[src/rtl/regfile_mp_if.sv]
// regfile_mp_if -- bundle of the write, clear and read signals of regfile_mp.
//
// Parameters: WIDTH (bits per entry), DEPTH (entries), AW (address width).
// Signals:
//   clear            synchronous flash-clear request
//   we0/we1          write enables, port 0 / port 1
//   waddr0/waddr1    write addresses
//   wdata0/wdata1    write data
//   wmask0/wmask1    per-bit write masks (1 = bit written)
//   raddr_a/raddr_b  read addresses
//   rdata_a/rdata_b  read data (from the register file)
//   conflict         registered overlapping-dual-write flag (from the register file)
// Modports: master drives requests and observes results; slave is the register file.
interface regfile_mp_if #(
    parameter int WIDTH = 8,
    parameter int DEPTH = 4,
    parameter int AW    = $clog2(DEPTH)
);
    logic             clear;
    logic             we0;
    logic             we1;
    logic [AW-1:0]    waddr0;
    logic [AW-1:0]    waddr1;
    logic [WIDTH-1:0] wdata0;
    logic [WIDTH-1:0] wdata1;
    logic [WIDTH-1:0] wmask0;
    logic [WIDTH-1:0] wmask1;
    logic [AW-1:0]    raddr_a;
    logic [AW-1:0]    raddr_b;
    logic [WIDTH-1:0] rdata_a;
    logic [WIDTH-1:0] rdata_b;
    logic             conflict;

    modport master (
        output clear, we0, we1, waddr0, waddr1, wdata0, wdata1, wmask0, wmask1,
        output raddr_a, raddr_b,
        input  rdata_a, rdata_b, conflict
    );

    modport slave (
        input  clear, we0, we1, waddr0, waddr1, wdata0, wdata1, wmask0, wmask1,
        input  raddr_a, raddr_b,
        output rdata_a, rdata_b, conflict
    );
endinterface

[src/rtl/regfile_mp.sv]
// regfile_mp -- DEPTH x WIDTH flop-based register file with two bit-masked
// write ports, two combinational read ports, flash clear and a registered
// write-conflict flag.
//
// Ports:
//   clk    clock, all state changes on the rising edge
//   reset  synchronous, active-high; zeroes all entries and conflict
//   bus    regfile_mp_if.slave (write ports, clear, read ports, conflict)
//
// Behaviour:
//   - Port 1 wins on bits written by both ports to the same entry; bits in
//     only one mask take that port's data.
//   - Out-of-range write addresses are ignored; out-of-range reads give 0.
//   - conflict is high for one cycle after an edge where both ports wrote
//     overlapping bits of the same in-range entry (not under clear/reset).
//
// Configuration macro: REGFILE_MP_BYPASS_EN
//   defined   -> reads return the value the entry will hold after the
//                current edge (0 while clear or reset is high)
//   undefined -> reads return stored values only (pre-edge value)
module regfile_mp #(
    parameter int WIDTH = 8,
    parameter int DEPTH = 4,
    parameter int AW    = $clog2(DEPTH)
) (
    input  logic        clk,
    input  logic        reset,
    regfile_mp_if.slave bus
);

    logic [WIDTH-1:0] mem_reg    [DEPTH];
    logic [WIDTH-1:0] entry_next [DEPTH];
    logic [WIDTH-1:0] read_src   [DEPTH];
    logic [DEPTH-1:0] overlap;
    logic             conflict_reg;
    logic             conflict_next;

    // Per-entry write decode. Masks are gated by an address match against the
    // entry index, so an out-of-range address matches nothing and contributes
    // neither a write nor a conflict.
    generate
        for (genvar gi = 0; gi < DEPTH; gi++) begin : g_entry
            logic [WIDTH-1:0] m0;
            logic [WIDTH-1:0] m1;

            assign m0 = (bus.we0 && (bus.waddr0 == AW'(gi))) ? bus.wmask0 : '0;
            assign m1 = (bus.we1 && (bus.waddr1 == AW'(gi))) ? bus.wmask1 : '0;

            // Bits untouched hold; port-0-only bits take wdata0; any bit in
            // port 1's mask takes wdata1 (port 1 wins on overlap).
            assign entry_next[gi] = (mem_reg[gi] & ~(m0 | m1))
                                  | (bus.wdata0 & m0 & ~m1)
                                  | (bus.wdata1 & m1);

            assign overlap[gi] = |(m0 & m1);

`ifdef REGFILE_MP_BYPASS_EN
            assign read_src[gi] = (reset || bus.clear) ? '0 : entry_next[gi];
`else
            assign read_src[gi] = mem_reg[gi];
`endif
        end
    endgenerate

    assign conflict_next = |overlap;

    always_ff @(posedge clk) begin
        if (reset || bus.clear) begin
            for (int i = 0; i < DEPTH; i++) begin
                mem_reg[i] <= '0;
            end
            conflict_reg <= 1'b0;
        end else begin
            for (int i = 0; i < DEPTH; i++) begin
                mem_reg[i] <= entry_next[i];
            end
            conflict_reg <= conflict_next;
        end
    end

    // Range check on the full address so non-power-of-two DEPTH reads of
    // unused codes return zero instead of indexing past the array.
    assign bus.rdata_a  = (32'(bus.raddr_a) < DEPTH) ? read_src[bus.raddr_a] : '0;
    assign bus.rdata_b  = (32'(bus.raddr_b) < DEPTH) ? read_src[bus.raddr_b] : '0;
    assign bus.conflict = conflict_reg;

endmodule

[src/flat_wrapper.sv]
// flat-port wrapper written by rule: the top's interface ports become plain ports
module regfile_mp_flat 
#(
    parameter int WIDTH = 8,
    parameter int DEPTH = 4,
    parameter int AW    = $clog2(DEPTH)
)
  (clk, reset, bus_clear, bus_we0, bus_we1, bus_waddr0, bus_waddr1, bus_wdata0, bus_wdata1, bus_wmask0, bus_wmask1, bus_raddr_a, bus_raddr_b, bus_rdata_a, bus_rdata_b, bus_conflict);
  regfile_mp_if #(.WIDTH(WIDTH), .DEPTH(DEPTH), .AW(AW)) bus_i ();
  input  logic clk;
  input  logic reset;
  input wire logic [$bits(bus_i.clear)-1:0] bus_clear;
  input wire logic [$bits(bus_i.we0)-1:0] bus_we0;
  input wire logic [$bits(bus_i.we1)-1:0] bus_we1;
  input wire logic [$bits(bus_i.waddr0)-1:0] bus_waddr0;
  input wire logic [$bits(bus_i.waddr1)-1:0] bus_waddr1;
  input wire logic [$bits(bus_i.wdata0)-1:0] bus_wdata0;
  input wire logic [$bits(bus_i.wdata1)-1:0] bus_wdata1;
  input wire logic [$bits(bus_i.wmask0)-1:0] bus_wmask0;
  input wire logic [$bits(bus_i.wmask1)-1:0] bus_wmask1;
  input wire logic [$bits(bus_i.raddr_a)-1:0] bus_raddr_a;
  input wire logic [$bits(bus_i.raddr_b)-1:0] bus_raddr_b;
  output wire logic [$bits(bus_i.rdata_a)-1:0] bus_rdata_a;
  output wire logic [$bits(bus_i.rdata_b)-1:0] bus_rdata_b;
  output wire logic [$bits(bus_i.conflict)-1:0] bus_conflict;
  assign bus_i.clear = bus_clear;
  assign bus_i.we0 = bus_we0;
  assign bus_i.we1 = bus_we1;
  assign bus_i.waddr0 = bus_waddr0;
  assign bus_i.waddr1 = bus_waddr1;
  assign bus_i.wdata0 = bus_wdata0;
  assign bus_i.wdata1 = bus_wdata1;
  assign bus_i.wmask0 = bus_wmask0;
  assign bus_i.wmask1 = bus_wmask1;
  assign bus_i.raddr_a = bus_raddr_a;
  assign bus_i.raddr_b = bus_raddr_b;
  assign bus_rdata_a = bus_i.rdata_a;
  assign bus_rdata_b = bus_i.rdata_b;
  assign bus_conflict = bus_i.conflict;
  regfile_mp #(.WIDTH(WIDTH), .DEPTH(DEPTH), .AW(AW)) u_core (.clk(clk), .reset(reset), .bus(bus_i));
endmodule
[config.mk]
export PLATFORM = sky130hd
export DESIGN_NAME = regfile_mp_flat
export DESIGN_NICKNAME = d
export VERILOG_FILES = /design/src/rtl/regfile_mp_if.sv /design/src/rtl/regfile_mp.sv /design/src/flat_wrapper.sv
export SDC_FILE = /design/constraint.sdc
export NUM_CORES = 1
export LEC_CHECK = 0
export CAP_MARGIN = 0
export CORE_MARGIN = 3
export CORE_UTILIZATION = 49
export DETAILED_ROUTE_END_ITERATION = 7
export PLACE_DENSITY = 0.8
export SYNTH_ARGS = -nofsm -noshare
export SYNTH_HDL_FRONTEND = slang
export SYNTH_SLANG_ARGS = --single-unit
[constraint.sdc]
create_clock -name clk -period 1.97 [get_ports clk]
set_input_delay 0.394 -clock clk [delete_from_list [all_inputs] [get_ports clk]]
set_output_delay 0.394 -clock clk [all_outputs]
set_load 0.01 [all_outputs]
==> run metrics <==
reg2reg end u_core.mem_reg[0][9]; R2R depth 2; num rows 24; Num CTS Buffers 5; CTS resizes 50; Top Ports 62; mapped cell area 0.00242 mm²; gr ovfl total 0; Multi-input gate area 0.00153 mm²; residual DRC count 0; vias in the first global route 2522; Initial DRC Count 369; slowest CP cell mux4_2; final non-filler cell total 451; CTS clk-pin slew, worst paths 0.07 ns; Wirelength per Cell 16.8 µm; Syn-to-layout area delta 38.9%; Clock Latency Late Sink 0.29 ns; reg2reg setup slack 1.15 ns; MaxCap Viol Count 0; Synth cell types 33; share of layout cells above drive strength 1 21.8%; Finished Core Util 73.6%; Tmin final 1.90 ns; FMAX 525 MHz; clock buffer depth 2; Hold Path Class flop to flop; setup bufs post-CTS 0; Antenna diodes 0; die height 76.3 µm; clock sink count 33; crit-path cells dlygate4sd2_1 > buf_12 > mux4_2 > clkdlybuf4s15_2; Placement Setup Slack -0.494 ns; routability cong. 0.833; worst reg2reg path startpoint u_core.mem_reg[0][9]; PortBufs 61; P per Cell Area 529 mW/mm²; GRT Total Usage 26.0%; CTS tree yes; VDD IR max 0.460 mV; type of destination of the critical path output port; launch point of the worst path bus_raddr_b[0]; initial antenna violation count 0; synthesis-stage register bit count 33; Seq/Total Area, Yosys 27.3%; Initial Util 53.0%; vias per cell 6.11; synth warn 0; final period utilization 96.6%; CORE AREA 0.00456 mm²; drt pass-1 iters 5; post-route ant nets 0; status complete, no violations; Req. time, crit path 1.58 ns; Setup Skew 0 ns; cell count after synthesis 300; Setup CP Type input pin to output port; Setup TNS 0 ns; critical-path maximum fanout 8; Synth Net Count 345; worst-margin pin slew 0.376 ns; placed cells 443; PnR worst setup slack 0.0666 ns; Max Slew Vio Count 0; Leak 0.00119 µW; fillers 356; critical path arrival 1.51 ns; CP peak stage delay 0.49 ns; fin nets 430; hold path depth 2; FF/Latch Area 661 µm²; Syn Area/Cell 8.07 µm²; H-tree levels 2; largest net degree at the start of global routing 34; max reg flops 32; die area 0.00582 mm²; commonest cells after routing, fill and taps aside nand2_1, clkdlybuf4s50_1, buf_4; post-synth top area cell dfxtp_1; detailed placement HPWL 5.63 mm; first-pass GRT wire length 12.3 mm; vias after detailed routing 2754; CTS root buffer clkbuf_8; Critical Path Source Type input pin; Die X 76.3 µm; top post-synthesis cells by area dfxtp_1, nand2_1, mux4_2; final hold violations 0; final WL 7.56 mm; RSZ-0062 raised after global routing false; hold_buf cts 0; final setup fails 0; most common cell after layout, fill and taps aside nand2_1; worst hold slack 0.495 ns; Worst setup endpoint bus_rdata_b[3]; Yosys top cell area share 27.3%; Slew HR 75.0%
## final cells by class
class / instances / share of cell area, %
Timing Repair Buffer: 104 / 28.9
Tap cell: 65 / 2.42
Clock buffer: 7 / 2.57
Sequential cell: 33 / 19.7
Inverter: 1 / 0.112
Clock inverter: 1 / 0.894
Multi-Input combinational cell: 240 / 45.5
## through the flow
step                      power, µW  instance area, µm²
final                          1780                3360
after global routing           1830                3360
after detailed placement       1110                3270
after global placement         1100                3270
after CTS                      1770                3370
after floorplan                 883                2420
## synth_stat cells
| cell | instances |
|---|---|
| clkbuf_2 | 1 |
| clkbuf_1 | 6 |
| buf_2 | 2 |
| o21ai_0 | 1 |
| nand3_1 | 33 |
| a31oi_1 | 1 |
| nor2_1 | 34 |
| nor3b_2 | 1 |
| nor3b_4 | 1 |
| buf_12 | 1 |
| a22oi_1 | 2 |
| a311oi_1 | 33 |
| and3_1 | 2 |
| nor3_1 | 1 |
| inv_1 | 1 |
| a32oi_1 | 1 |
| a21oi_1 | 1 |
| buf_1 | 3 |
| a221oi_1 | 1 |
| dfxtp_1 | 33 |
| buf_8 | 4 |
| buf_4 | 1 |
| nand4bb_1 | 2 |
| nand4_1 | 3 |
| nand2_1 | 97 |
| a222oi_1 | 1 |
| mux4_2 | 16 |
| a22o_2 | 1 |
| buf_6 | 8 |
| and3b_1 | 4 |
| or2_1 | 1 |
| a32o_1 | 1 |
| nand2_2 | 2 |
## how the worst min path moves through the flow
| stage | slack (ns) | startpoint | end |
|---|---|---|---|
| floorplan | 0.46 | u_core.mem_reg[0][16] | u_core.mem_reg[0][16] |
| global placement | 0.48 | u_core.mem_reg[0][29] | u_core.mem_reg[0][29] |
| detailed placement | 0.49 | u_core.mem_reg[0][25] | u_core.mem_reg[0][25] |
| CTS | 0.50 | u_core.mem_reg[0][25] | u_core.mem_reg[0][25] |
| global route | 0.52 | u_core.mem_reg[0][11] | u_core.mem_reg[0][11] |
| finish | 0.50 | u_core.mem_reg[0][25] | u_core.mem_reg[0][25] |
## per-layer routing
layer	part of all wire [%]	up-vias	global-route usage [%]	wire length [µm]
met4	2.7	0	9.78	204
li1	-	1280	-	-
met2	46	180	40.9	3510
met5	0	-	0	0
met3	9.9	24	4.73	749
met1	41	1270	35.6	3090
## kinds of logic after synthesis
kind of cell / count (synthesis) / synth area share [%]
AO/OA/AOI/OAI: 43 / 15.2
buffers and inverters: 27 / 9.51
multiplexers: 16 / 14.9
flip-flops: 33 / 27.3
AND/OR/NAND/NOR: 181 / 33.1
## critical path, delay by kind of cell
family,cells,cell delay (ns)
multiplexers,1,0.49
buffers and inverters,3,0.62
## where the power goes
group,leakage (µW),total [µW],switching [µW],internal (µW)
Sequential,0.000267,691,10.8,681
Combinational,0.000868,399,190,209
Clock,0.0000585,686,273,413
(Power assumes the default switching activity.)
